===== src/rtl/kogge_stone_subtractor_pipe.sv =====
// Pipelined Kogge-Stone subtractor: diff = a - b - bin, computed as a + ~b + ~bin with a flow-controlled pipe.
// Define KS_SUB_FLAGS_EN to add registered zero (zf) and signed-overflow (vf) flags.
module kogge_stone_subtractor_pipe #(
  parameter int DW   = 16,
  parameter int PIPE = 1,
  parameter int LVL  = $clog2(DW)
) (
  input  logic          clk,
  input  logic          rst,
  input  logic          in_valid,
  output logic          in_ready,
  input  logic [DW-1:0] a,
  input  logic [DW-1:0] b,
  input  logic          bin,
  output logic          out_valid,
  input  logic          out_ready,
  output logic [DW-1:0] diff,
  output logic          bout
`ifdef KS_SUB_FLAGS_EN
  ,
  output logic          zf,
  output logic          vf
`endif
);

  logic          w_stall;
  logic          w_adv;
  logic [DW-1:0] w_p0;
  logic [DW-1:0] w_g0;

  assign w_stall  = out_valid & ~out_ready;
  assign w_adv    = ~w_stall;
  assign in_ready = ~w_stall;

  // The carry-in (~bin) is folded into bit 0's generate so prefix G[i] is the carry out of bit i.
  assign w_p0 = a ^ ~b;
  always_comb begin
    w_g0    = a & ~b;
    w_g0[0] = w_g0[0] | (w_p0[0] & ~bin);
  end

  for (genvar k = 0; k < LVL; k++) begin : g_lvl
    localparam int SPAN = 1 << k;

    logic [DW-1:0] w_gIn, w_pIn, w_sIn;
    logic [DW-1:0] w_gNx, w_pNx;
    logic [DW-1:0] w_gOut, w_pOut, w_sOut;
    logic          w_cIn, w_vIn, w_cOut, w_vOut;
`ifdef KS_SUB_FLAGS_EN
    logic          w_aIn, w_bIn, w_aOut, w_bOut;
`endif

    if (k == 0) begin : g_src
      assign w_gIn = w_g0;
      assign w_pIn = w_p0;
      assign w_sIn = w_p0;
      assign w_cIn = ~bin;
      assign w_vIn = in_valid & in_ready;
`ifdef KS_SUB_FLAGS_EN
      assign w_aIn = a[DW-1];
      assign w_bIn = b[DW-1];
`endif
    end else begin : g_src
      assign w_gIn = g_lvl[k-1].w_gOut;
      assign w_pIn = g_lvl[k-1].w_pOut;
      assign w_sIn = g_lvl[k-1].w_sOut;
      assign w_cIn = g_lvl[k-1].w_cOut;
      assign w_vIn = g_lvl[k-1].w_vOut;
`ifdef KS_SUB_FLAGS_EN
      assign w_aIn = g_lvl[k-1].w_aOut;
      assign w_bIn = g_lvl[k-1].w_bOut;
`endif
    end

    // Below 2*SPAN the low operand is already a complete group from bit 0, so only G matters (grey cell).
    always_comb begin
      w_gNx = w_gIn;
      w_pNx = w_pIn;
      for (int i = SPAN; i < DW; i++) begin
        w_gNx[i] = w_gIn[i] | (w_pIn[i] & w_gIn[i-SPAN]);
        if (i >= 2 * SPAN) w_pNx[i] = w_pIn[i] & w_pIn[i-SPAN];
        else               w_pNx[i] = 1'b0;
      end
    end

    if (PIPE != 0) begin : g_reg
      logic [DW-1:0] r_g, r_p, r_s;
      logic          r_c, r_v;
`ifdef KS_SUB_FLAGS_EN
      logic          r_a, r_b;
`endif

      always_ff @(posedge clk or posedge rst) begin
        if (rst) begin
          r_g <= '0;
          r_p <= '0;
          r_s <= '0;
          r_c <= 1'b0;
          r_v <= 1'b0;
`ifdef KS_SUB_FLAGS_EN
          r_a <= 1'b0;
          r_b <= 1'b0;
`endif
        end else if (w_adv) begin
          r_g <= w_gNx;
          r_p <= w_pNx;
          r_s <= w_sIn;
          r_c <= w_cIn;
          r_v <= w_vIn;
`ifdef KS_SUB_FLAGS_EN
          r_a <= w_aIn;
          r_b <= w_bIn;
`endif
        end
      end

      assign w_gOut = r_g;
      assign w_pOut = r_p;
      assign w_sOut = r_s;
      assign w_cOut = r_c;
      assign w_vOut = r_v;
`ifdef KS_SUB_FLAGS_EN
      assign w_aOut = r_a;
      assign w_bOut = r_b;
`endif
    end else begin : g_comb
      assign w_gOut = w_gNx;
      assign w_pOut = w_pNx;
      assign w_sOut = w_sIn;
      assign w_cOut = w_cIn;
      assign w_vOut = w_vIn;
`ifdef KS_SUB_FLAGS_EN
      assign w_aOut = w_aIn;
      assign w_bOut = w_bIn;
`endif
    end
  end

  logic [DW-1:0] w_gL, w_sL, w_carry, w_diffNx;
  logic          w_cL, w_vL, w_boutNx, w_unusedP;

  assign w_gL      = g_lvl[LVL-1].w_gOut;
  assign w_sL      = g_lvl[LVL-1].w_sOut;
  assign w_cL      = g_lvl[LVL-1].w_cOut;
  assign w_vL      = g_lvl[LVL-1].w_vOut;
  assign w_unusedP = ^g_lvl[LVL-1].w_pOut;
  assign w_carry   = {w_gL[DW-2:0], w_cL};
  assign w_diffNx  = w_sL ^ w_carry;
  assign w_boutNx  = ~w_gL[DW-1];

  logic          r_outValid, r_bout;
  logic [DW-1:0] r_diff;
`ifdef KS_SUB_FLAGS_EN
  logic          r_zf, r_vf;
  logic          w_zfNx, w_vfNx;
  assign w_zfNx = ~|w_diffNx;
  assign w_vfNx = (g_lvl[LVL-1].w_aOut ^ g_lvl[LVL-1].w_bOut) &
                  (g_lvl[LVL-1].w_aOut ^ w_diffNx[DW-1]);
`endif

  always_ff @(posedge clk or posedge rst) begin
    if (rst) begin
      r_outValid <= 1'b0;
      r_diff     <= '0;
      r_bout     <= 1'b0;
`ifdef KS_SUB_FLAGS_EN
      r_zf       <= 1'b0;
      r_vf       <= 1'b0;
`endif
    end else if (w_adv) begin
      r_outValid <= w_vL;
      r_diff     <= w_diffNx;
      r_bout     <= w_boutNx;
`ifdef KS_SUB_FLAGS_EN
      r_zf       <= w_zfNx;
      r_vf       <= w_vfNx;
`endif
    end
  end

  assign out_valid = r_outValid;
  assign diff      = r_diff;
  assign bout      = r_bout;
`ifdef KS_SUB_FLAGS_EN
  assign zf        = r_zf;
  assign vf        = r_vf;
`endif

endmodule


===== config.mk =====
export PLATFORM = sky130hd
export DESIGN_NAME = kogge_stone_subtractor_pipe
export DESIGN_NICKNAME = d
export VERILOG_FILES = /design/src/rtl/kogge_stone_subtractor_pipe.sv
export SDC_FILE = /design/constraint.sdc
export NUM_CORES = 1
export LEC_CHECK = 0
export BUFFER_PORTS_ARGS = -buffer_cell sky130_fd_sc_hd__buf_2
export CORE_MARGIN = 2
export CORE_UTILIZATION = 35
export CTS_CLUSTER_DIAMETER = 200
export DETAILED_ROUTE_END_ITERATION = 8
export PLACE_DENSITY = 0.5
export SYNTH_ARGS = -nofsm -noshare
export SYNTH_HDL_FRONTEND = slang
export SYNTH_SLANG_ARGS = --single-unit

===== constraint.sdc =====
create_clock -name clk -period 6.3 [get_ports clk]
set_input_delay 0.315 -clock clk [delete_from_list [all_inputs] [get_ports clk]]
set_output_delay 0.315 -clock clk [all_outputs]
set_load 0.05 [all_outputs]

; Yosys cells after proc, flatten, opt, wreduce, memory -nomap -nowiden
; Cells that the tools add are included.
[classes]
div_mod_pow = 0
eq_ne = 0
add_sub_neg = 0
n_lt_le_gt_ge = 0
mul = 0
n_reduce_logical = 0
n_bitwise = 144
n_mux = 0
n_shift = 0
[ops]
columns = op, n
row1 = 1-bit bitwise AND, 86
row2 = 1-bit bitwise OR, 50
row3 = 16-bit bitwise XOR, 2
row4 = 16-bit bitwise AND, 1
row5 = 16-bit NOT, 1
row6 = 1-bit NOT, 4
[word_totals]
latchBits = 0
mem_bits_rw = 0
memories = 0
rom_bits = 0
reg_bits = 191
output_inout_bits = 19
wordCells = 166
inputBits = 37

; Logic depth before layout (Yosys ltp)
; Gate-level depths: netlist of run 1.
[depth]
depth_word = 6
mapped_depth = 7
depth_no_buf = 4

; Worst setup path after synthesis of run 1
; OpenSTA, ideal clock, no wires.
[synth_timing]
path_kind = register to output
from = reg r_outValid, in the netlist out_valid
to = out in_ready
required_time_ps = 5985
n_path_buf = 3
stages_incl_launch_ff = 6
t_arrival_ps = 1339
path_slack_ps = 4646
path_cell_list = dfrtp_1 -> nor2b_4 -> buf_6 -> inv_2 -> buf_6 -> buf_6
[synth_via]
elab_chain_cells = 2
[synth_lines]
columns = element, line_no
row1 = from (decl), 151  ; logic r_outValid, r_bout;
row2 = from (signal assigned), 171  ; r_outValid <= w_vL;
row3 = 1-bit bitwise AND, 31  ; assign w_stall = out_valid & ~out_ready;
row4 = 1-bit NOT, 33  ; assign in_ready = ~w_stall;
row5 = to (decl), 11  ; output logic in_ready,
; No other way between the ends.

; Worst setup path after layout of run 1
; Ends and elaborated chain as after synthesis.

==> results by group, run 1 <==
Route
  • WL per Instance: 13.7 um
  • Vias: 5152
  • DRT iter0 DRCs: around 380
  • DRC: 0
  • Antenna Nets Post-Route: 0
  • Detailed Route WL: between 15000 and 20000 um
  • Vias per cell: 4.48
  • DRT Pass-1 Iters: 5

Global route
  • Vias in the first global route: 4934
  • Initial antenna violation count: 0
  • Total Routing Usage GR: 0.149
  • First-pass GRT wire length: between 20000 and 30000 um
  • Total gr overflow: 0
  • Largest net degree at the start of global routing: roughly 250

Clock tree
  • CTS root buf: clkbuf_16
  • CTS clk-pin slew, worst paths: 60 ps
  • Post-CTS Repair Setup Buffers: 0
  • CTS tree: done
  • Clk_lat worst skew: 420 ps
  • Num CTS Buffers: 17
  • Post-CTS Hold Fix Bufs: 0
  • PostCTS Resize Cnt: 0
  • H-tree depth: 4
  • Max clock buf depth: 2
  • Clk sinks: 188

Timing
  • Final Hold Violating Endpoints: 0
  • RSZ-0062 raised after global routing: false
  • Final Cycle Share: 0.426
  • Crit path time final: 2680 ps
  • Worst Tran Pin Value: 1130 ps
  • Final setup skew: 8.90 ps
  • Fmax: approximately 0.37 GHz
  • Slew headroom: 0.247
  • Final Max Tran Viols: 0
  • Setup Viol. Count Final: 0
  • Setup TNS: 0 ps

Worst setup path
  • Worst setup SP type: register
  • Crit-path cells: nor2b_4 -> buf_12 -> inv_4 -> buf_2
  • Worst Path Buf+Inv: 3
  • Worst-path fanout max: 248
  • Critical Path AT: 2370 ps
  • Critical path's slowest cell: buf_12
  • R2r worst-path depth: 6
  • Critical R2R Launch: out_valid
  • Setup CP Type: reg -> out
  • FF-to-FF setup slack: 3650 ps
  • R2R Path End: g_lvl[0].g_reg.r_g[1]
  • CP Capture Type: output pin
  • CP required: 5980 ps
  • Critical Path Max Stage Delay: roughly 550 ps
  • CP delay by family, top: buffers and inverters

Power
  • NetSw: 0.00151 W
  • Total chip power: 0.00426 W
  • Pint: 0.00275 W
  • Switching share of power: 0.355
  • P per Cell Area: 491 nW/um^2
  • Clk pwr share: 0.269
  • Pleak: between 4 and 5 nW
  • Gate power share: 0.261
  • Worst VDD drop: ~230 uV
  • Register share of total power: 0.470

Logic synthesis
  • Count of different cell masters after synthesis: 19
  • Number of synthesized register bits: 188
  • Top cells by area, synth: dfrtp_1 (62%), nand2_1 (19%), o21ai_0 (3.9%)
  • Synthesis Warnings: 0
  • Area leader, netlist: dfrtp_1
  • Syn_nets: 877
  • Post-Synthesis Cells: approximately 820
  • Yosys top cell area share: 0.615
  • Post-synthesis cell area: 7640 um^2
  • Post-synthesis mux area share: 0.00131
  • Simple-gate share of the synthesized area: 0.216
  • Synth Area in XOR/XNOR: 0.0183
  • Adder-Cell Fraction of Synth Area: 0.0262
  • Compound-Gate Fraction of Synth Area: 0.0776
  • Main combinational cell family by area after synthesis: simple AND/OR/NAND/NOR gates
  • Syn_area_per_cell: just over 9 um^2
  • Sequential area share after synthesis: 0.615

Floorplanning
  • # IOs: 56
  • Die width: between 150 and 200 um
  • Die Area: approximately 23000 um^2
  • Starting Density: 0.354
  • Core area: between 20000 and 25000 um^2
  • Chip Height: 152 um
  • Cell Rows: 54

Layout
  • Synthesis-to-finish area growth: 13.5%
  • Layout cell share with drive strength beyond 1: 0.106
  • Multi-input combinational cell area: about 2600 um^2
  • FILL cells: 2251
  • Register Area: 4700 um^2
  • # diodes: 0
  • Final Net Count: 913

Placement
  • Final Wtd Congestion: 0.740
  • Dpl hpwl: 9940 um
  • Port Buf Inserts: 55

Hold path
  • Hold crit path type: in -> async

Run
  • Max cap viols: 0

Outcome
  • Status: completed
-- worst max-delay path by stage --
stage	start	to	slack (ps)	depth (start not counted)
after detailed placement	out_ready	g_lvl[0].g_reg.r_g[1]	3560	7
after global routing	out_valid	in_ready	3380	4
after CTS	out_valid	in_ready	3520	4
final	out_valid	in_ready	3620	4
after global placement	out_ready	g_lvl[0].g_reg.r_g[1]	3540	7
after floorplan	rst	bout	870	1
-- cell families (layout without fill, tap and decap cells) --
family / after synthesis / in the layout
DFF: 188 / 188
muxes: 1 / 1
AOI/OAI and AO/OA: 117 / 117
buffers and inverters: 60 / 107
xor gates and xnor gates: 16 / 16
and+or+nand+nor: 426 / 426
adders and majority gates: 16 / 16
-- flip-flops by register name, indices dropped and copies added (netlist names) --
signal           flops
out_valid            1
g_lvl.g_reg.r_g     64
g_lvl.g_reg.r_p     34
g_lvl.g_reg.r_c      4
g_lvl.g_reg.r_v      4
g_lvl.g_reg.r_s     64
diff                16
bout                 1
-- layout by cell type (no fill, tap or decap) --
master / n
nand2b_1: 1
nor2_1: 3
clkinv_2: 3
o21ai_1: 5
ha_1: 16
buf_2: 55
a21oi_1: 50
nor2b_4: 1
xnor2_1: 16
clkbuf_16: 17
inv_8: 1
nand3_1: 34
inv_1: 17
a21oi_2: 2
mux2i_1: 1
inv_4: 1
o21ai_0: 60
clkbuf_8: 5
clkbuf_1: 1
dfrtp_1: 188
nand2_1: 387
bufinv_16: 4
buf_4: 2
buf_12: 1
-- synthesized netlist by cell type --
library cell and count:
nor2b_4 1, nand2_1 387, buf_4 9, nor2_1 3, a21oi_1 50, a21oi_2 2, buf_6 8, xnor2_1 16
ha_1 16, mux2i_1 1, o21ai_1 5, nand3_1 34, buf_2 19, inv_1 18, o21ai_0 60, dfrtp_1 188
clkbuf_1 5, nand2b_1 1, inv_2 1
-- cell type report --
type	instances	area share
clock buffers	23	0.0574
clock inverters	7	0.0156
inverters	19	0.00937
multi-input cells	576	0.299
flip-flops and latches	188	0.542
well taps	280	0.0404
repair buffers	58	0.0358
-- power groups by stage --
| stage | sequential [W] | combinational [W] | clock [W] |
|---|---|---|---|
| floorplan | 0.00212 | 0.000747 | 0 |
| global placement | 0.00202 | 0.00111 | 0 |
| detailed placement | 0.00203 | 0.00113 | 0 |
| CTS | 0.00201 | 0.00113 | 0.00118 |
| global route | 0.00207 | 0.00127 | 0.00123 |
| finish | 0.00200 | 0.00111 | 0.00115 |
-- through the flow --
stage	utilization	setup WS, ps	std cells	hold WS (ps)	instance area [um^2]
5_1_grt	0.401	3380	1151	66.5	8680
6_report	0.401	3620	1151	67.3	8680
3_5_place_dp	0.372	3560	1121	437	8040
4_1_cts	0.401	3520	1151	63.9	8680
2_1_floorplan	-	871	824	388	7640
3_3_place_gp	0.372	3540	1121	435	8040
-- layer usage --
| layer | GRT usage | part of all wire |
|---|---|---|
| met5 | 0 | 0 |
| met4 | 0.0449 | 0.012 |
| met3 | 0.0341 | 0.037 |
| met2 | 0.208 | 0.43 |
| met1 | 0.229 | 0.52 |
Note: power is estimated with default switching activity, not from simulation.
==> run 2: changes to the inputs <==
PLACE_DENSITY = 0.52   (was 0.5)
clock period = 2.4 ns   (was 6.3 ns; I/O delays follow)
==> results by group, run 2 (same netlist as run 1, synthesis figures left out) <==
Timing
  • Slew headroom: 0.337 (+0.0902)
  • Final setup skew: 6.82 ps (-2.09 ps)
  • Final Cycle Share: 0.817
  • Setup Viol. Count Final: 0 (unchanged)
  • Crit path time final: 1960 ps
  • Fmax: 0.510 GHz
  • RSZ-0062 raised after global routing: false
  • Final Hold Violating Endpoints: 0 (unchanged)
  • Final Max Tran Viols: 0 (unchanged)
  • Worst Tran Pin Value: 995 ps (-135 ps)

Placement
  • Dpl hpwl: 10100 um (+1.5%)
  • Port Buf Inserts: 55 (unchanged)
  • Final Wtd Congestion: 0.733 (-0.89%)

Power
  • Total chip power: 0.0111 W (+160%)
  • Pleak: 4.43 nW (+0.43%)
  • P per Cell Area: 1270 nW/um^2 (+160%)
  • Worst VDD drop: 725 uV (+210%)

Worst setup path
  • FF-to-FF setup slack: 660 ps (-2990 ps)
  • Worst-path fanout max: 65 (-74%)
  • Critical R2R Launch: out_valid
  • Worst setup startpoint: out_valid
  • Worst setup SP type: register
  • Critical Path Max Stage Delay: 510 ps (-40 ps)
  • Setup CP Type: reg -> out
  • CP required: 2280 ps (-3700 ps)
  • End of the critical path: in_ready
  • CP Capture Type: output pin
  • R2r worst-path depth: 3 (-3)
  • Critical Path AT: 1840 ps (-530 ps)
  • Crit-path cells: nor2b_4 -> inv_4 -> buf_2
  • Critical path's slowest cell: inv_4
  • R2R Path End: g_lvl[2].g_reg.r_g[8]

Floorplanning
  • # IOs: 56 (unchanged)
  • Chip Height: 152 um (unchanged)
  • Starting Density: 0.354 (unchanged)
  • Core area: 21600 um^2 (unchanged)
  • Die Area: 23000 um^2 (unchanged)
  • Cell Rows: 54 (unchanged)
  • Die width: 152 um (unchanged)

Route
  • DRT iter0 DRCs: 353 (-6.9%)
  • DRT Pass-1 Iters: 4 (-1)
  • WL per Instance: 13.4 um (-2.4%)
  • Vias: 5212 (+1.2%)
  • DRC: 0 (unchanged)
  • Detailed Route WL: 15500 um (-1.7%)
  • Vias per cell: 4.50 (+0.47%)
  • Antenna Nets Post-Route: 0 (unchanged)

Clock tree
  • Max clock buf depth: 2 (unchanged)
  • Clk sinks: 188 (unchanged)
  • Post-CTS Hold Fix Bufs: 3 (+3)
  • Clk_lat worst skew: 430 ps (about the same)
  • PostCTS Resize Cnt: 0 (unchanged)
  • CTS tree: done
  • CTS clk-pin slew, worst paths: 60 ps (about the same)
  • Post-CTS Repair Setup Buffers: 0 (unchanged)
  • CTS root buf: clkbuf_16
  • Num CTS Buffers: 17 (unchanged)
  • H-tree depth: 4 (unchanged)

Global route
  • First-pass GRT wire length: 26000 um (-1.3%)
  • Largest net degree at the start of global routing: 248 (-0.40%)
  • Total Routing Usage GR: 0.146 (-0.00280)
  • Total gr overflow: 0 (unchanged)
  • Vias in the first global route: 4989 (+1.1%)
  • Initial antenna violation count: 0 (unchanged)

Run
  • Max cap viols: 0 (unchanged)

Layout
  • FILL cells: 2242 (-0.40%)
  • Most frequent cells in the layout: nand2_1 (387), dfrtp_1 (188), o21ai_0 (60), buf_2 (55), a21oi_1 (50)
  • Largest regs: g_lvl.g_reg.r_g x64, g_lvl.g_reg.r_s x64, g_lvl.g_reg.r_p x34
  • Final Net Count: 919 (+0.66%)
  • Synthesis-to-finish area growth: 14.4%
  • Final Util: 0.405 (+0.00318)
  • Layout cell share with drive strength beyond 1: 0.109 (+0.00359)
  • # diodes: 0 (unchanged)
  • Most common cell after layout, fill and taps aside: nand2_1

Hold path
  • Min-delay src: a[0]
  • Hold depth: 4
  • Hold crit path type: in -> reg

Outcome
  • Status: completed
-- run 2: changes by cell type in the layout (fill, tap and decap cells not counted), sizes merged --
cell,before,now
bufinv,4,3
inv,19,18
clkinvlp,0,3
clkbuf,23,21
buf,58,61
dlygate4sd3,0,3
clkinv,3,6
-- run 2: worst min path at each step --
| stage | end |
|---|---|
| 2_1_floorplan | g_lvl[0].g_reg.r_c |
| 3_3_place_gp | diff[3] |
| 3_5_place_dp | diff[3] |
| 4_1_cts | g_lvl[0].g_reg.r_s[0] |
| 5_1_grt | g_lvl[0].g_reg.r_s[0] |
| 6_report | g_lvl[0].g_reg.r_s[0] |
-- run 2: area by class of cell --
class / count / area [um^2] / area share
Clock inverter: 11 / 143 / 0.0163
Clock buffer: 21 / 460 / 0.0526
Sequential cell: 188 / 4700 / 0.538
Timing Repair Buffer: 64 / 413 / 0.0472
Tap cell: 280 / 350 / 0.0401
Multi-Input combinational cell: 576 / 2600 / 0.297
Inverter: 19 / 77.6 / 0.00887
-- run 2: critical path: cells and delay by family, from the launching register on --
kind,cells,cell delay (ps)
flip-flops,1,380
buffers and inverters,2,900
AND/OR/NAND/NOR,1,140
-- run 2: metal layers --
metal,global-route usage,vias to the layer above,part of all wire
li1,-,2709,-
met1,0.220,2413,0.52
met2,0.204,73,0.42
met3,0.0377,17,0.038
met4,0.0491,0,0.019
met5,0,-,0
-- run 2: metrics by stage --
| step | setup WS, ps | hold WS [ps] | instances | setup TNS [ps] | instance area [um^2] |
|---|---|---|---|---|---|
| after detailed placement | 683 | 196 | 1124 | 0 | 8110 |
| after global routing | 322 | 72.3 | 1159 | 0 | 8750 |
| after global placement | 728 | 201 | 1124 | 0 | 8110 |
| final | 440 | 73.3 | 1159 | 0 | 8750 |
| after floorplan | -140 | 193 | 824 | -26410 | 7650 |
| after CTS | 391 | 67.5 | 1159 | 0 | 8750 |
-- run 2: report_power, final --
group	total (W)	internal, W	switching, W
combinational	0.00298	0.000983	0.00200
sequential	0.00522	0.00440	0.000825
clock	0.00287	0.00169	0.00118
==> run 3: changes to the inputs <==
ABC_AREA = 1   (was unset)
clock period = 1.6 ns   (was 2.4 ns; I/O delays follow)
==> results by group, run 3 <==
Logic synthesis
  • Synth async-reset ratio: 1.00 (unchanged)
  • Post-synthesis cell area: 7730 um^2 (+1.1%)
  • Number of synthesized register bits: 188 (unchanged)
  • Syn_area_per_cell: 9.17 um^2 (-1.1%)
  • Yosys top cell area share: 0.608 (-0.00697)
  • EDFF count, synth: 0 (unchanged)
  • Syn_nets: 896 (+2.2%)
  • Top cells by area, synth: dfrtp_1 (61%), nand2_1 (16%), o21ai_0 (3.9%)
  • Top-count cell post-synth: nand2_1
  • Count of different cell masters after synthesis: 18 (-1)
  • Most used DFF post-synth: dfrtp_1
  • Synthesis Warnings: 0 (unchanged)
  • Post-Synthesis Cells: 843 (+2.3%)
  • Area leader, netlist: dfrtp_1
  • Post-synth top cells: nand2_1 (321), dfrtp_1 (188), o21ai_0 (61)
  • Sequential area share after synthesis: 0.608 (-0.00697)

Clock tree
  • CTS root buf: clkbuf_16
  • CTS tree: done
  • Clk sinks: 188 (unchanged)
  • Clk_lat worst skew: 430 ps (about the same)
  • CTS clk-pin slew, worst paths: 70 ps (about the same)
  • Max clock buf depth: 2 (unchanged)
  • H-tree depth: 4 (unchanged)
  • Num CTS Buffers: 17 (unchanged)

Layout
  • Final Net Count: 954 (+3.8%)
  • Fin cells: 1194 (+3.0%)
  • Most common cell after layout, fill and taps aside: nand2_1
  • Synthesis-to-finish area growth: 17.0%
  • Largest regs: g_lvl.g_reg.r_g x64, g_lvl.g_reg.r_s x64, g_lvl.g_reg.r_p x34
  • Layout cell share with drive strength beyond 1: 0.128 (+0.0188)
  • # diodes: 0 (unchanged)
  • Most frequent cells in the layout: nand2_1 (321), dfrtp_1 (188), o21ai_0 (61), inv_1 (58), buf_2 (54)
  • Design Area, Final: 9050 um^2 (+3.4%)
  • Final Util: 0.416 (+0.0113)

Global route
  • Initial antenna violation count: 0 (unchanged)
  • First-pass GRT wire length: 29100 um (+12%)
  • Total Routing Usage GR: 0.156 (+0.00935)
  • Total gr overflow: 0 (unchanged)
  • Vias in the first global route: 5466 (+9.6%)
  • Largest net degree at the start of global routing: 82 (-67%)

Floorplanning
  • Cell Rows: 54 (unchanged)
  • Core area: 21800 um^2 (+0.63%)
  • Starting Density: 0.355 (+0.00183)
  • Die Area: 23300 um^2 (+1.1%)
  • # IOs: 56 (unchanged)
  • Chip Height: 153 um (+0.56%)
  • Die width: 153 um (+0.56%)

Worst setup path
  • Crit-path cells: nand2_4 -> buf_16 -> buf_6
  • Setup CP Type: reg -> out
  • Worst-path fanout max: 19 (-71%)
  • CP required: 1520 ps (-760 ps)
  • Critical path's slowest cell: dfrtp_1
  • CP Capture Type: output pin
  • Worst setup SP type: register
  • Critical Path AT: 1410 ps (-430 ps)
  • Critical Path Max Stage Delay: 430 ps (-80 ps)

Timing
  • RSZ-0062 raised after global routing: false
  • Setup TNS: 0 ps (unchanged)
  • Setup Viol. Count Final: 0 (unchanged)
  • Final setup skew: 6.21 ps (-0.606 ps)
  • Final Max Tran Viols: 0 (unchanged)
  • Crit path time final: 1490 ps
  • Final worst setup slack: 108 ps (-332 ps)
  • Worst Tran Pin Value: 409 ps (-586 ps)
  • Final Hold Violating Endpoints: 0 (unchanged)
  • Fmax: 0.670 GHz
  • Slew headroom: 0.728 (+0.391)
  • Final Cycle Share: 0.933

Route
  • Vias per cell: 4.59 (+2.0%)
  • Vias: 5475 (+5.0%)
  • Detailed Route WL: 17200 um (+11%)
  • WL per Instance: 14.4 um (+7.7%)
  • Antenna Nets Post-Route: 0 (unchanged)
  • DRT iter0 DRCs: 315 (-11%)
  • DRC: 0 (unchanged)
  • DRT Pass-1 Iters: 4 (unchanged)

Placement
  • Final Wtd Congestion: 0.792 (+8.0%)
  • Port Buf Inserts: 55 (unchanged)
  • Cell area after placement: 8320 um^2 (+2.6%)
  • Placed Cells: 1156 (+2.8%)
  • Dpl hpwl: 11400 um (+13%)
  • Place WS: 266 ps (-417 ps)

Hold path
  • Hold crit path type: in -> reg

Run
  • Max cap viols: 0 (unchanged)

Outcome
  • Status: completed

Power
  • Worst VDD drop: 649 uV (-10%)
  • P per Cell Area: 1890 nW/um^2 (+50%)
  • Pleak: 4.57 nW (+3.1%)
-- run 3: cell types whose count changed after synthesis, moves of 2 or more --
cell      delta
buf_4        -6
clkbuf_2     +7
inv_1       +41
o21ai_1     +43
xnor2_1     -16
a21oi_2      -2
buf_2        -5
nand2_1     -66
nand3_1     +16
or2_2        +7
nor2_1       -3
buf_6        +6
clkbuf_1     -3
-- run 3: final timing paths --
path,depth (start not counted),slack (ps),from,end
min reg2reg,2,450,g_lvl[3].g_reg.r_v,out_valid
min,4,50,a[1],g_lvl[0].g_reg.r_s[1]
max,3,110,out_valid,in_ready
min in group asynchronous,3,150,rst,g_lvl[1].g_reg.r_s[0]
max in group asynchronous,4,830,rst,g_lvl[0].g_reg.r_s[6]
max reg2reg,4,200,out_valid,g_lvl[3].g_reg.r_g[11]
-- run 3: area by class of cell --
cell class,instances,area (um^2)
Inverter,61,238
Clock buffer,19,443
Clock inverter,13,169
Tap cell,280,350
Sequential cell,188,4700
Multi-Input combinational cell,554,2510
Timing Repair Buffer,79,634
Fill cell,2225,12700
-- run 3: cell families (layout without fill, tap and decap cells) --
logic type | after synthesis | in the layout | share of synthesized area
flip-flops | 188 | 188 | 0.608
adder cells (fa/ha/maj) | 16 | 16 | 0.0259
buffers and inverters | 101 | 172 | 0.0678
AND/OR/NAND/NOR | 379 | 379 | 0.195
AO/OA/AOI/OAI | 159 | 159 | 0.103
-- run 3: metal layers --
| layer | GRT usage | up-vias | wire, um |
|---|---|---|---|
| met5 | 0 | - | 0 |
| met1 | 0.246 | 2550 | 9180 |
| met3 | 0.0327 | 13 | 637 |
| met4 | 0.0406 | 0 | 154 |
| met2 | 0.215 | 94 | 7230 |
| li1 | - | 2818 | - |
-- run 3: through the flow --
step / hold slack [ps] / total power [W]
after floorplan: 190 / 0.0113
after global placement: 55.1 / 0.0127
after detailed placement: 49.4 / 0.0128
after CTS: 43.6 / 0.0173
after global routing: 82.8 / 0.0184
final: 50.3 / 0.0171
-- run 3: repair_timing --
item	in CTS	in global routing
setup buffers	0	0
resized for setup	2	1
endpoints found under the hold margin	192	0
pin swaps	0	0
hold buffers	4	0
cloned	1	1
setup endpoints to repair	1	1
-- run 3: where the power goes --
part           internal (W)  switching [W]  total, W
Combinational       0.00171        0.00330   0.00500
Clock               0.00251        0.00185   0.00436
Sequential          0.00658        0.00119   0.00777
Total                0.0108        0.00634    0.0171
-- run 3: critical path: cells and delay by family (launching register included) --
kind | cells | cell delay [ps]
simple gates | 1 | 190
flops | 1 | 430
buf+inv | 2 | 360
